[src/rtl/pipeline_pkg.sv]
// Shared types and constants for the pipeline register-file write path.
// Holds the arbiter state encoding, grant sources and the well-known save registers.
package pipeline_pkg;

    localparam int DEF_ADDR_W = 5;
    localparam int DEF_DATA_W = 32;

    // Return-address save targets used by the exception unit.
    localparam logic [4:0] REG_K0 = 5'd26;
    localparam logic [4:0] REG_RA = 5'd31;

    typedef enum logic [1:0] {
        IDLE  = 2'd0,
        PEND  = 2'd1,
        FORCE = 2'd2
    } arb_state_t;

    typedef enum logic [1:0] {
        SRC_NONE = 2'd0,
        SRC_WB   = 2'd1,
        SRC_EXC  = 2'd2,
        SRC_PEND = 2'd3
    } grant_src_t;

endpackage

[src/rtl/rf_req_buffer.sv]
// One-entry holding register for a deferred exception-unit write request.
// Load captures address/data and marks the entry valid; clear drops it.
module rf_req_buffer
    import pipeline_pkg::*;
#(
    parameter int ADDR_W = DEF_ADDR_W,
    parameter int DATA_W = DEF_DATA_W
) (
    input  logic              clk,
    input  logic              reset,
    input  logic              load,
    input  logic              clear,
    input  logic [ADDR_W-1:0] load_addr,
    input  logic [DATA_W-1:0] load_data,
    output logic              valid,
    output logic [ADDR_W-1:0] addr,
    output logic [DATA_W-1:0] data
);

    // Load wins over clear; the arbiter never asks for both in one cycle.
    always_ff @(posedge clk or posedge reset) begin
        if (reset) begin
            valid <= 1'b0;
            addr  <= '0;
            data  <= '0;
        end else if (load) begin
            valid <= 1'b1;
            addr  <= load_addr;
            data  <= load_data;
        end else if (clear) begin
            valid <= 1'b0;
        end
    end

endmodule

[src/rtl/pipeline_rf_write_arbiter.sv]
// Arbitrates the single register-file write port between pipeline writeback and
// the exception unit, bounding exception starvation with a one-cycle forced stall.
module pipeline_rf_write_arbiter
    import pipeline_pkg::*;
#(
    parameter int ADDR_W   = DEF_ADDR_W,
    parameter int DATA_W   = DEF_DATA_W,
    parameter int MAX_WAIT = 4,
    parameter int CNT_W    = 3
) (
    input  logic              clk,
    input  logic              reset,
    input  logic              wb_valid,
    input  logic [ADDR_W-1:0] wb_addr,
    input  logic [DATA_W-1:0] wb_data,
    input  logic              exc_valid,
    input  logic [ADDR_W-1:0] exc_addr,
    input  logic [DATA_W-1:0] exc_data,
    output logic              exc_ready,
    output logic              pipe_stall,
    output logic              rf_we,
    output logic [ADDR_W-1:0] rf_waddr,
    output logic [DATA_W-1:0] rf_wdata
);

    localparam logic [CNT_W-1:0] MAX_CNT = CNT_W'(MAX_WAIT);

    arb_state_t        state;
    arb_state_t        state_next;
    logic [CNT_W-1:0]  wait_cnt;
    logic [CNT_W-1:0]  wait_cnt_next;
    grant_src_t        sel;
    logic              buf_load;
    logic              buf_clear;
    logic              pend_valid;
    logic [ADDR_W-1:0] pend_addr;
    logic [DATA_W-1:0] pend_data;
    logic              win_valid;
    logic [ADDR_W-1:0] win_addr;
    logic [DATA_W-1:0] win_data;

    rf_req_buffer #(
        .ADDR_W (ADDR_W),
        .DATA_W (DATA_W)
    ) u_pend_buf (
        .clk       (clk),
        .reset     (reset),
        .load      (buf_load),
        .clear     (buf_clear),
        .load_addr (exc_addr),
        .load_data (exc_data),
        .valid     (pend_valid),
        .addr      (pend_addr),
        .data      (pend_data)
    );

    assign exc_ready  = (state == IDLE);
    assign pipe_stall = (state == FORCE);

    always_ff @(posedge clk or posedge reset) begin
        if (reset) begin
            state    <= IDLE;
            wait_cnt <= '0;
        end else begin
            state    <= state_next;
            wait_cnt <= wait_cnt_next;
        end
    end

    // Writeback always wins a contested slot; a deferred exception request is
    // drained on the first idle writeback cycle or, after MAX_WAIT losses, by FORCE.
    always_comb begin
        state_next    = state;
        wait_cnt_next = wait_cnt;
        sel           = SRC_NONE;
        buf_load      = 1'b0;
        buf_clear     = 1'b0;
        case (state)
            IDLE: begin
                if (wb_valid && exc_valid) begin
                    sel           = SRC_WB;
                    buf_load      = 1'b1;
                    state_next    = PEND;
                    wait_cnt_next = CNT_W'(1);
                end else if (wb_valid) begin
                    sel = SRC_WB;
                end else if (exc_valid) begin
                    sel = SRC_EXC;
                end
            end
            PEND: begin
                if (!wb_valid) begin
                    sel           = SRC_PEND;
                    buf_clear     = 1'b1;
                    state_next    = IDLE;
                    wait_cnt_next = '0;
                end else begin
                    sel = SRC_WB;
                    if (wait_cnt >= MAX_CNT) begin
                        state_next = FORCE;
                    end else begin
                        wait_cnt_next = wait_cnt + CNT_W'(1);
                    end
                end
            end
            FORCE: begin
                sel           = SRC_PEND;
                buf_clear     = 1'b1;
                state_next    = IDLE;
                wait_cnt_next = '0;
            end
            default: begin
                state_next    = IDLE;
                wait_cnt_next = '0;
            end
        endcase
    end

    always_comb begin
        win_valid = 1'b0;
        win_addr  = '0;
        win_data  = '0;
        case (sel)
            SRC_WB: begin
                win_valid = 1'b1;
                win_addr  = wb_addr;
                win_data  = wb_data;
            end
            SRC_EXC: begin
                win_valid = 1'b1;
                win_addr  = exc_addr;
                win_data  = exc_data;
            end
            SRC_PEND: begin
                win_valid = pend_valid;
                win_addr  = pend_addr;
                win_data  = pend_data;
            end
            default: begin
                win_valid = 1'b0;
            end
        endcase
    end

    // Register zero is hardwired, so a grant to it uses the slot but never writes.
    always_ff @(posedge clk or posedge reset) begin
        if (reset) begin
            rf_we    <= 1'b0;
            rf_waddr <= '0;
            rf_wdata <= '0;
        end else begin
            rf_we <= win_valid && (win_addr != '0);
            if (win_valid) begin
                rf_waddr <= win_addr;
                rf_wdata <= win_data;
            end
        end
    end

endmodule

[config.mk]
export PLATFORM = sky130hd
export DESIGN_NAME = pipeline_rf_write_arbiter
export DESIGN_NICKNAME = d
export VERILOG_FILES = /design/src/rtl/pipeline_pkg.sv /design/src/rtl/rf_req_buffer.sv /design/src/rtl/pipeline_rf_write_arbiter.sv
export SDC_FILE = /design/constraint.sdc
export NUM_CORES = 1
export LEC_CHECK = 0
export ABC_AREA = 1
export BUFFER_PORTS_ARGS = -buffer_cell sky130_fd_sc_hd__buf_4
export CORE_UTILIZATION = 45
export CTS_BUF_LIST = sky130_fd_sc_hd__clkbuf_8
export DETAILED_ROUTE_END_ITERATION = 12
export GPL_TIMING_DRIVEN = 0
export PLACE_DENSITY = 0.74
export SYNTH_ARGS = -nofsm -noshare
export SYNTH_HDL_FRONTEND = slang
export SYNTH_SLANG_ARGS = --single-unit
[constraint.sdc]
create_clock -name clk -period 2.9 [get_ports clk]
set_clock_uncertainty 0.1 [all_clocks]
set_input_delay 0.58 -clock clk [delete_from_list [all_inputs] [get_ports clk]]
set_output_delay 0.58 -clock clk [all_outputs]
set_load 0.01 [all_outputs]
# [Yosys cells after proc, flatten, opt, wreduce, memory -nomap -nowiden]
# Cells that the tools add are included.
[totals] reg_bits=81
[op_classes] add_sub_neg=1 n_lt_le_gt_ge=1 n_eq_ne=8 mux=22 n_reduce_logical=8
[op_table] cell="$pmux 32 s3" n=1
[op_table] cell="$pmux 5 s3" n=1
[op_table] cell="$mux 2" n=7
[op_table] cell="$mux 3" n=3
[op_table] cell="$eq 2x2->1 const B" n=3
[op_table] cell="$ne 3x3->1 const B" n=2
[op_table] cell="$pmux 2 s3" n=1
[op_table] cell="$pmux 3 s2" n=1
[op_table] cell="$mux 1" n=5
[op_table] cell="$reduce_bool 5->1" n=1
[op_table] cell="$eq 2x1->1 const B" n=2
[op_table] cell="$pmux 1 s2" n=2
[op_table] cell="$pmux 2 s2" n=1
[op_table] cell="$reduce_and 2->1" n=2
[op_table] cell="$add 3x1->3 const B" n=1
[op_table] cell="$ge 3x3->1 const B" n=1
[op_table] cell="$logic_and 1x1->1" n=2
[op_table] cell="$logic_not 2->1" n=1
[op_table] cell="$ne 2x1->1 const B" n=1
[op_table] cell="$reduce_bool 2->1" n=1
[op_table] cell="$reduce_or 2->1" n=1

# [Depth between registers and ports, before layout]
# Gate-level depths: netlist of run 1.
[depth] word_depth=8 ltp_mapped=15 ltp_nobuf=14

# [Modules after synthesis]
# Synthesis of run 1 repeated with hierarchy kept, for this count alone.
[hier_totals] cells_unflattened=542 hier_area_um2=4047.6
[modules_own_cells] module="pipeline_rf_write_arbiter" n_inst=1 cells_each=380 area_each_um2=2570.0
[modules_own_cells] module="rf_req_buffer" n_inst=1 cells_each=162 area_each_um2=1477.7

# [Worst setup path before layout of run 1]
# Ideal clock, no wire load.
[synth_path] kind="register -> register" start="register state[0]" end="register rf_wdata[23]" setup_ns=0.127 arrival_ns=2.057 t_required_ns=2.673 path_slack_ns=0.616 path_stages_with_launch=14 n_path_buf=1 cell_sequence="dfrtp_1 -> inv_1 -> ha_1 -> inv_1 -> nor3_1 -> nor2_1 -> nor2_1 -> inv_1 -> ha_1 -> a21oi_1 -> inv_2 -> clkbuf_1 -> nand2_1 -> o21ai_0"
[synth_via] elab_chain_cells=5 elab_cells_between_ends=10
[synth_rtl] element="from (decl)" line_no="pipeline_rf_write_arbiter.sv:28" rtl="arb_state_t state;"
[synth_rtl] element="from (signal assigned)" line_no="pipeline_rf_write_arbiter.sv:65" rtl="state <= state_next;"
[synth_rtl] element="$logic_not 2->1 *"
[synth_rtl] element="via exc_ready" line_no="pipeline_rf_write_arbiter.sv:19" rtl="output logic exc_ready,"
[synth_rtl] element="$pmux 2 s3 *" line_no="pipeline_rf_write_arbiter.sv:78" rtl="case (state)"
[synth_rtl] element="$eq 2x2->1 or $eq 2x1->1 (tied branches)" line_no="pipeline_rf_write_arbiter.sv:123" rtl="case (sel)"
[synth_rtl] element="$reduce_or 2->1 (no line)"
[synth_rtl] element="$pmux 1 s2" line_no="pipeline_rf_write_arbiter.sv:123"
[synth_rtl] element="to (signal assigned)" line_no="pipeline_rf_write_arbiter.sv:155" rtl="rf_wdata <= win_data;"
[synth_rtl] element="to (decl)" line_no="pipeline_rf_write_arbiter.sv:23" rtl="output logic [DATA_W-1:0] rf_wdata"
# The timed path passes the listed nets; every way through them passes the cells marked *.
# A chain may end at the register's enable or synchronous reset.

# [Final worst setup path of run 1]
[layout_path] start="register state[0]" end="register rf_wdata[21]"
[layout_via] elab_chain_cells=5 elab_cells_between_ends=10
[layout_rtl] element="$eq 2x2->1, or another cell as far along" line_no="pipeline_rf_write_arbiter.sv:78"
[layout_rtl] element="$pmux 2 s3 *" line_no="pipeline_rf_write_arbiter.sv:78"
[layout_rtl] element="$eq 2x2->1 or $eq 2x1->1 (tied branches)" line_no="pipeline_rf_write_arbiter.sv:123"
[layout_rtl] element="$reduce_or 2->1 (no line)"
[layout_rtl] element="$pmux 1 s2" line_no="pipeline_rf_write_arbiter.sv:123"
# Mark *: on every way between the ends. The rest lies on a longest branch, timed or not.

==> flow_metrics.env, run 1 <==
export IMPL_peakVddDrop_mv=0.5624
export IMPL_synth_most_common_cell="nand2_1"
export IMPL_leakagePower_nw=2.863
export IMPL_clkLatencyLatePin_ns=0.34
export IMPL_grt_pass1_wl_um=16190
export IMPL_syn_inst=461
export IMPL_end_kind="flop"
export IMPL_min_period_ns=2.569
export IMPL_place_gp_congestion=0.7526
export IMPL_cts_num_sinks=81
export IMPL_synth_distinct_cells=19
export IMPL_cts_resized=0
export IMPL_synth_net_count=550
export IMPL_outcome="finished clean"
export IMPL_port_buffers=117
export IMPL_cts_max_path_buffers=2
export IMPL_grt_overflow=0
export IMPL_num_vias=3449
export IMPL_rsz0062_at_grt="true"
export IMPL_post_cts_setup_buffers=0
export IMPL_synth_seq_cells=81
export IMPL_start_util_pct=46.18
export IMPL_dp_hpwl_um=7295
export IMPL_path_max_fanout=10
export IMPL_critical_path_class="flop to flop"
export IMPL_avgSynthCellArea_um2=8.693
export IMPL_ant_nets=0
export IMPL_synth_warnings=0
export IMPL_cts_root_buf="clkbuf_8"
export IMPL_firstDrtPassIters=4
export IMPL_die_w_um=96.37
export IMPL_antenna_found_initial=0
export IMPL_cts_hold_buffers_added=0
export IMPL_fin_ws_ns=0.3312
export IMPL_grt_pass1_vias=3445
export IMPL_detail_route_iter0_violations=139
export IMPL_post_route_util_pct=60.67
export IMPL_core_mm2=0.008678
export IMPL_clock_fmax_mhz=389.3
export IMPL_fin_crit_sh_pct=88.58
export IMPL_nets=679
export IMPL_syn_area_mm2=0.004008
export IMPL_setup_viol=0
export IMPL_synth_area_top_cells="dfrtp_1 51%, nand2_1 22%, mux2_4 7.1%"
export IMPL_cts_htree_levels=3
export IMPL_hold_violations=0
export IMPL_ys_async_sr_fraction_pct=100.0
export IMPL_cap_violations=0
export IMPL_cp_required_ns=3.03
export IMPL_cts_reportedPaths_clkPinSlew_ns=0.08
export IMPL_power_mw=5.921
export IMPL_slew_viol_final=0
export IMPL_slew_headroom_pct=65.28
export IMPL_holdCritPathClass="input port to async pin"
export IMPL_area_growth_pct=31.38
export IMPL_grt_max_degree=62
export IMPL_layout_drive_gt1_share_pct=31.31
export IMPL_grtUsageTotal_pct=23.30
export IMPL_power_density_mw_per_mm2=1125
export IMPL_dieArea_mm2=0.009287
export IMPL_synthFlopType="dfrtp_1"
export IMPL_synth_edff_count=0
export IMPL_seq_area_frac_synth_pct=50.58
export IMPL_yosysTopAreaCell="dfrtp_1"
export IMPL_cts_tree="built"
export IMPL_io_pins=118
export IMPL_die_h_um=96.37
export IMPL_antenna_cells=0
export IMPL_num_rows=34
export IMPL_drc_errors=0
export IMPL_routed_via_density=4.913
export IMPL_cp_arrival_ns=2.70
export IMPL_tns_ns=0
export IMPL_post_place_ws_ns=0.3694
export IMPL_wl_per_cell_um=14.11
export IMPL_whs_ns=0.07776
export IMPL_worstMarginPinSlew_ns=0.5208
export IMPL_synthTopCellsByCount="230 x nand2_1, 81 x dfrtp_1, 38 x nand3_1, 19 x mux2_4, 18 x mux2_2"
export IMPL_routed_wl_um=9907
export IMPL_synth_top_area_share_pct=50.58
export IMPL_cts_made_buffers=9
export IMPL_start_kind="flop"
## state kept, by name, indices dropped and copies added (netlist names)
| name | flops |
|---|---|
| wait_cnt | 3 |
| state | 2 |
| rf_waddr | 5 |
| u_pend_buf.valid | 1 |
| u_pend_buf.data | 32 |
| rf_we | 1 |
| u_pend_buf.addr | 5 |
| rf_wdata | 32 |
## placed cells by master, fill, tap and decap left out, drive strengths merged
cell	n
nor3	1
clkinvlp	1
clkinv	2
nor2	6
inv	16
nand3	38
a21oi	3
a21o	1
buf	134
clkbuf	16
nand2	232
mux2	37
ha	11
bufinv	2
o21ai	13
dfrtp	81
## critical path, stage by stage (launching register included)
cell	delay, ns
dfrtp_1	0.42
inv_1	0.12
ha_1	0.18
inv_1	0.06
nor3_1	0.16
nor2_1	0.06
nor2_1	0.17
inv_1	0.11
ha_1	0.28
a21oi_1	0.22
inv_2	0.11
clkbuf_1	0.28
nand2_1	0.13
nand2_1	0.06
## per-stage QoR
step,instances,cell area (µm²)
final,702,5265
after global routing,702,5265
after CTS,702,5260
after detailed placement,687,5051
after global placement,686,5021
after floorplan,461,4008
## power by group
part	switching [mW]	internal, mW
Combinational	1.87	1.28
Clock	0.399	0.477
Sequential	0.259	1.63
Total	2.53	3.39
## kinds of logic after synthesis
group	synth area share, %
AO/OA/AOI/OAI	2.185
multiplexers	12.18
flip-flops	50.58
buffers and inverters	4.340
AND/OR/NAND/NOR	27.29
adder cells (fa/ha/maj)	3.434
## cell type report
class | instances | area, µm²
Buffer | 23 | 122.6
Clock buffer | 9 | 123.9
Inverter | 15 | 58.81
Sequential cell | 81 | 2027
Multi-Input combinational cell | 342 | 1807
Timing Repair Buffer | 118 | 905.9
Fill cell | 783 | 3413
Tap cell | 108 | 135.1
Clock inverter | 6 | 85.08
## worst paths after layout
check	startpoint	to	slack, ns	depth (start not counted)
max	state[0]	rf_wdata[21]	0.33	13
min	reset	rf_wdata[11]	0.08	2
max reg2reg	state[0]	rf_wdata[21]	0.33	13
min reg2reg	rf_wdata[4]	rf_wdata[4]	0.38	2
max in group asynchronous	reset	rf_wdata[29]	2.03	3
min in group clk	exc_addr[0]	u_pend_buf.addr[0]	0.37	2
## metal layers
layer	vias up	GRT usage (%)	routed length [µm]	part of all wire, %
li1	1709	-	-	-
met1	1623	30.07	4449	45
met2	108	38.59	4707	48
met3	9	4.930	640	6.5
met4	0	8.824	108	1.1
met5	-	0	0	0
No activity file was read; power rests on OpenSTA's default activity.
==> run 2, diff against run 1 <==
--- a/config.mk
+++ b/config.mk
@@ -11,6 +11,7 @@
 export CTS_BUF_LIST = sky130_fd_sc_hd__clkbuf_8
 export DETAILED_ROUTE_END_ITERATION = 12
 export GPL_TIMING_DRIVEN = 0
+export MAX_ROUTING_LAYER = met4
 export PLACE_DENSITY = 0.74
 export SYNTH_ARGS = -nofsm -noshare
 export SYNTH_HDL_FRONTEND = slang
==> constraint.sdc (replaced) <==
create_clock -name clk -period 2.9 [get_ports clk]
set_clock_uncertainty 0.1 [all_clocks]
set_input_delay 0.58 -clock clk [delete_from_list [all_inputs] [get_ports clk]]
set_output_delay 0.58 -clock clk [all_outputs]
set_load 0.005 [all_outputs]
==> flow_metrics.env, run 2 (synthesis results as in run 1) <==
export IMPL_outcome="finished clean"
export IMPL_antenna_cells=0
export IMPL_cts_made_buffers=9
export IMPL_cpMostUsedCell="inv_1"
export IMPL_layout_common_cells="230 x nand2_1, 117 x buf_4, 81 x dfrtp_1"
export IMPL_cap_violations=0
export IMPL_routed_wl_um=9908
export IMPL_slew_headroom_pct=64.83
export IMPL_dp_hpwl_um=7295
export IMPL_routed_via_density=4.913
export IMPL_clkLatencyLatePin_ns=0.34
export IMPL_cts_tree="built"
export IMPL_cts_root_buf="clkbuf_8"
export IMPL_hold_violations=0
export IMPL_clock_fmax_mhz=388.6
export IMPL_worstMarginPinSlew_ns=0.5275
export IMPL_num_vias=3449
export IMPL_cts_htree_levels=3
export IMPL_power_density_mw_per_mm2=1112
export IMPL_die_w_um=96.37
export IMPL_crit_chain="inv_1, ha_1, inv_1, nor3_1, nor2_1, nor2_1, inv_1, ha_1, a21oi_1, inv_2, clkbuf_1, nand2_1, nand2_1"
export IMPL_critical_path_class="flop to flop"
export IMPL_top_regs="rf_wdata (32), u_pend_buf.data (32)"
export IMPL_nets=679
export IMPL_grt_max_degree=62
export IMPL_wl_per_cell_um=14.11
export IMPL_die_h_um=96.37
export IMPL_slowest_stage="clkbuf_1"
export IMPL_post_route_util_pct=60.67
export IMPL_holdCritPathClass="input port to async pin"
export IMPL_rsz0062_at_grt="true"
export IMPL_fin_crit_sh_pct=88.73
export IMPL_path_max_fanout=10
export IMPL_start_util_pct=46.18
export IMPL_nFillCells=783
export IMPL_leakagePower_nw=2.863
export IMPL_cts_num_sinks=81
export IMPL_dieArea_mm2=0.009287
export IMPL_setup_viol=0
export IMPL_place_gp_congestion=0.7623
export IMPL_layout_commonest_cell="nand2_1"
export IMPL_firstDrtPassIters=4
export IMPL_io_pins=118
export IMPL_peakVddDrop_mv=0.5631
export IMPL_crit_path_max_incr_delay_ns=0.44
export IMPL_start_kind="flop"
export IMPL_num_rows=34
export IMPL_area_growth_pct=31.38
export IMPL_port_buffers=117
export IMPL_drc_errors=0
export IMPL_cts_hold_buffers_added=0
export IMPL_antenna_found_initial=0
export IMPL_seq_area_mm2=0.002027
export IMPL_cp_required_ns=3.08
export IMPL_grt_pass1_vias=3441
export IMPL_end_kind="flop"
export IMPL_layout_drive_gt1_share_pct=31.31
export IMPL_whs_ns=0.07839
export IMPL_grt_overflow=0
export IMPL_core_mm2=0.008678
export IMPL_multi_input_area_mm2=0.001807
export IMPL_detail_route_iter0_violations=136
export IMPL_min_period_ns=2.573
export IMPL_ant_nets=0
export IMPL_grt_pass1_wl_um=16190
export IMPL_cp_arrival_ns=2.75
export IMPL_slew_viol_final=0
export IMPL_grtUsageTotal_pct=24.03
export IMPL_cts_reportedPaths_clkPinSlew_ns=0.08
export IMPL_cts_max_path_buffers=2
==> run 2: cell counts in the layout (fill, tap and decap cells not counted) <==
Identical to the previous run, type by type.
==> run 2: critical path: cells and delay by family (launching register included) <==
| kind | cells | cell delay [ns] |
|---|---|---|
| flip-flops | 1 | 0.42 |
| AO/OA/AOI/OAI | 1 | 0.09 |
| adder cells (fa/ha/maj) | 2 | 0.47 |
| buffers and inverters | 5 | 0.85 |
| AND/OR/NAND/NOR | 5 | 0.59 |
==> run 2: path summary, 6_finish.rpt <==
path | from | to | slack [ns] | cells after the start
max reg2reg | state[0] | rf_wdata[21] | 0.33 | 13
min reg2reg | rf_wdata[4] | rf_wdata[4] | 0.38 | 2
min in group clk | exc_addr[0] | u_pend_buf.addr[0] | 0.37 | 2
max in group asynchronous | reset | rf_wdata[29] | 2.03 | 3
min | reset | rf_wdata[11] | 0.08 | 2
max | state[0] | rf_wdata[21] | 0.33 | 13
==> run 2: through the flow <==
stage	TNS [ns]	setup slack (ns)	power (mW)	instance area [µm²]	cells
final	0	0.3267	5.856	5265	702
after global routing	-0.003660	-0.002822	6.426	5265	702
after CTS	0	0.3223	5.893	5260	702
after detailed placement	0	0.3694	4.992	5051	687
after global placement	-70.37	-0.8738	4.885	5021	686
after floorplan	0	0.1399	3.963	4008	461
==> run 2: cell type report <==
| class | instances | area share [%] |
|---|---|---|
| clock inverters | 6 | 1.616 |
| repair buffers | 118 | 17.21 |
| clock buffers | 9 | 2.353 |
| multi-input cells | 342 | 34.32 |
| inverters | 15 | 1.117 |
| plain buffers | 23 | 2.329 |
| flip-flops and latches | 81 | 38.50 |
| well taps | 108 | 2.567 |
==> run 2: timing repair <==
item                       in CTS  in global routing
resized for setup               0                  4
setup endpoints to repair       0                  5
setup buffers                   0                  0
==> run 2: where the power goes <==
group          internal, mW  switching, mW
logic                  1.28           1.81
registers              1.63          0.259
clock network         0.477          0.401
total                  3.38           2.47
==> run 2: routing by layer <==
layer  vias up  routed length [µm]  GRT usage (%)  part of all wire [%]
met2       116                4710          38.59                    48
met3         9                 690          5.790                   7.0
li1       1708                   -              -                     -
met4         0                  98          7.721                  0.99
met5         -                   0              -                     0
met1      1616                4408          30.12                    44
==> run 3, diff against run 2 <==
--- a/config.mk
+++ b/config.mk
@@ -7,12 +7,12 @@
 export LEC_CHECK = 0
 export ABC_AREA = 1
 export BUFFER_PORTS_ARGS = -buffer_cell sky130_fd_sc_hd__buf_4
-export CORE_UTILIZATION = 45
+export CORE_UTILIZATION = 40
 export CTS_BUF_LIST = sky130_fd_sc_hd__clkbuf_8
 export DETAILED_ROUTE_END_ITERATION = 12
 export GPL_TIMING_DRIVEN = 0
 export MAX_ROUTING_LAYER = met4
-export PLACE_DENSITY = 0.74
+export PLACE_DENSITY = 0.67
 export SYNTH_ARGS = -nofsm -noshare
 export SYNTH_HDL_FRONTEND = slang
 export SYNTH_SLANG_ARGS = --single-unit
==> flow_metrics.env, run 3 (synthesis results as in run 1) <==
export IMPL_outcome="finished clean"
export IMPL_fin_crit_sh_pct=87.58
export IMPL_path_max_fanout=10
export IMPL_num_rows=36
export IMPL_p_int_mw=3.417
export IMPL_start_util_pct=41.19
export IMPL_leakagePower_nw=2.871
export IMPL_swShare_pct=41.59
export IMPL_dpl_cell_area_mm2=0.005082
export IMPL_layout_commonest_cell="nand2_1"
export IMPL_slew_headroom_pct=64.56
export IMPL_p_comb_share_pct=52.6
export IMPL_nets=679
export IMPL_cp_required_ns=3.07
export IMPL_reg2regPathDepth=14
export IMPL_die_w_um=102.1
export IMPL_top_regs="rf_wdata (32), u_pend_buf.data (32)"
export IMPL_post_route_util_pct=54.50
export IMPL_power_density_mw_per_mm2=1103
export IMPL_instances_no_fill=727
export IMPL_end_kind="flop"
export IMPL_cts_hold_buffers_added=0
export IMPL_dieArea_mm2=0.01042
export IMPL_post_cts_setup_buffers=0
export IMPL_clock_fmax_mhz=393.7
export IMPL_slew_viol_final=0
export IMPL_grtUsageTotal_pct=20.62
export IMPL_grt_pass1_wl_um=15970
export IMPL_layout_drive_gt1_share_pct=31.31
export IMPL_cts_root_buf="clkbuf_8"
export IMPL_pwr_share_seq_pct=32.2
export IMPL_layout_common_cells="230 x nand2_1, 117 x buf_4, 81 x dfrtp_1"
export IMPL_cts_reportedPaths_clkPinSlew_ns=0.08
export IMPL_cp_arrival_ns=2.71
export IMPL_cts_tree="built"
export IMPL_regToRegEndpoint="rf_wdata[8]"
export IMPL_drc_errors=0
export IMPL_place_gp_congestion=0.7592
export IMPL_clockPowerShare_pct=15.1
export IMPL_start_kind="flop"
export IMPL_switchingPower_mw=2.433
export IMPL_peakVddDrop_mv=0.4747
export IMPL_grt_overflow=0
export IMPL_cts_htree_levels=3
export IMPL_core_mm2=0.009729
export IMPL_area_growth_pct=32.31
export IMPL_io_pins=118
export IMPL_firstDrtPassIters=4
export IMPL_cts_made_buffers=9
export IMPL_grt_max_degree=71
export IMPL_routed_via_density=4.697
export IMPL_rsz0062_at_grt="false"
export IMPL_dp_hpwl_um=7360
export IMPL_die_h_um=102.1
export IMPL_dp_cells=712
export IMPL_hold_violations=0
export IMPL_antenna_cells=0
export IMPL_port_buffers=117
export IMPL_ant_nets=0
export IMPL_routed_wl_um=9960
export IMPL_worstMarginPinSlew_ns=0.5317
export IMPL_final_area_mm2=0.005303
export IMPL_holdCritPathClass="input port to async pin"
export IMPL_grt_pass1_vias=3443
export IMPL_num_vias=3415
export IMPL_cts_max_path_buffers=2
export IMPL_ff2ff_setup_slack_ns=0.36
export IMPL_r2r_start="state[0]"
export IMPL_cts_num_sinks=81
export IMPL_cap_violations=0
export IMPL_setup_viol=0
export IMPL_min_period_ns=2.540
export IMPL_critical_path_class="flop to flop"
export IMPL_wl_per_cell_um=13.70
export IMPL_antenna_found_initial=0
export IMPL_detail_route_iter0_violations=97
export IMPL_clkLatencyLatePin_ns=0.34
## run 3: what timing repair did
action                                 in CTS  in global routing
endpoints found under the hold margin       0                  0
gates resized for setup                     0                  7
setup endpoints to repair                   0                 26
## run 3: worst max-delay path, stage by stage (launching register included)
cell	delay, ns
dfrtp_1	0.42
inv_1	0.12
ha_1	0.20
inv_1	0.07
nor3_1	0.16
nor2_1	0.07
nor2_2	0.13
inv_1	0.10
ha_1	0.28
a21oi_1	0.22
nand2_1	0.09
inv_1	0.13
buf_2	0.24
nand2_1	0.08
nand2_1	0.06
## run 3: how the worst max path moves through the flow
stage / start / endpoint / cells after the start
2_1_floorplan: reset / rf_waddr[0] / 1
5_1_grt: state[0] / rf_wdata[10] / 14
3_5_place_dp: state[0] / rf_wdata[26] / 13
6_report: state[0] / rf_wdata[8] / 14
3_3_place_gp: reset / rf_wdata[28] / 2
4_1_cts: state[0] / rf_wdata[26] / 13
## run 3: per-stage QoR
stage	power, mW	setup slack [ns]	hold WS (ns)	TNS, ns
global placement	4.896	-0.9240	0.3543	-74.45
floorplan	3.963	0.1399	0.3416	0
global route	6.440	0.08509	0.03368	0
finish	5.850	0.3602	0.04292	0
detailed placement	4.997	0.2238	0.3663	0
CTS	5.904	0.1919	0.03288	0
## run 3: cell type report
type | instances | area, µm²
Fill cell | 924 | 4427
Sequential cell | 81 | 2027
Multi-Input combinational cell | 342 | 1809
Timing Repair Buffer | 118 | 905.9
Tap cell | 133 | 166.4
Clock buffer | 10 | 137.6
Buffer | 23 | 125.1
Clock inverter | 5 | 72.57
Inverter | 15 | 58.81
## run 3: power by group through the flow
| stage | registers [mW] | logic, mW | clock network [mW] |
|---|---|---|---|
| 2_1_floorplan | 1.86 | 2.11 | 0 |
| 3_3_place_gp | 1.88 | 3.02 | 0 |
| 3_5_place_dp | 1.90 | 3.10 | 0 |
| 4_1_cts | 1.88 | 3.11 | 0.908 |
| 5_1_grt | 1.94 | 3.54 | 0.956 |
| 6_report | 1.89 | 3.08 | 0.885 |
## run 3: routing by layer
layer	track usage, %	up-vias	wire [µm]
met5	-	-	0
met4	4.945	0	85
met3	6.908	12	798
met2	32.11	111	4515
met1	25.92	1578	4560
li1	-	1714	-
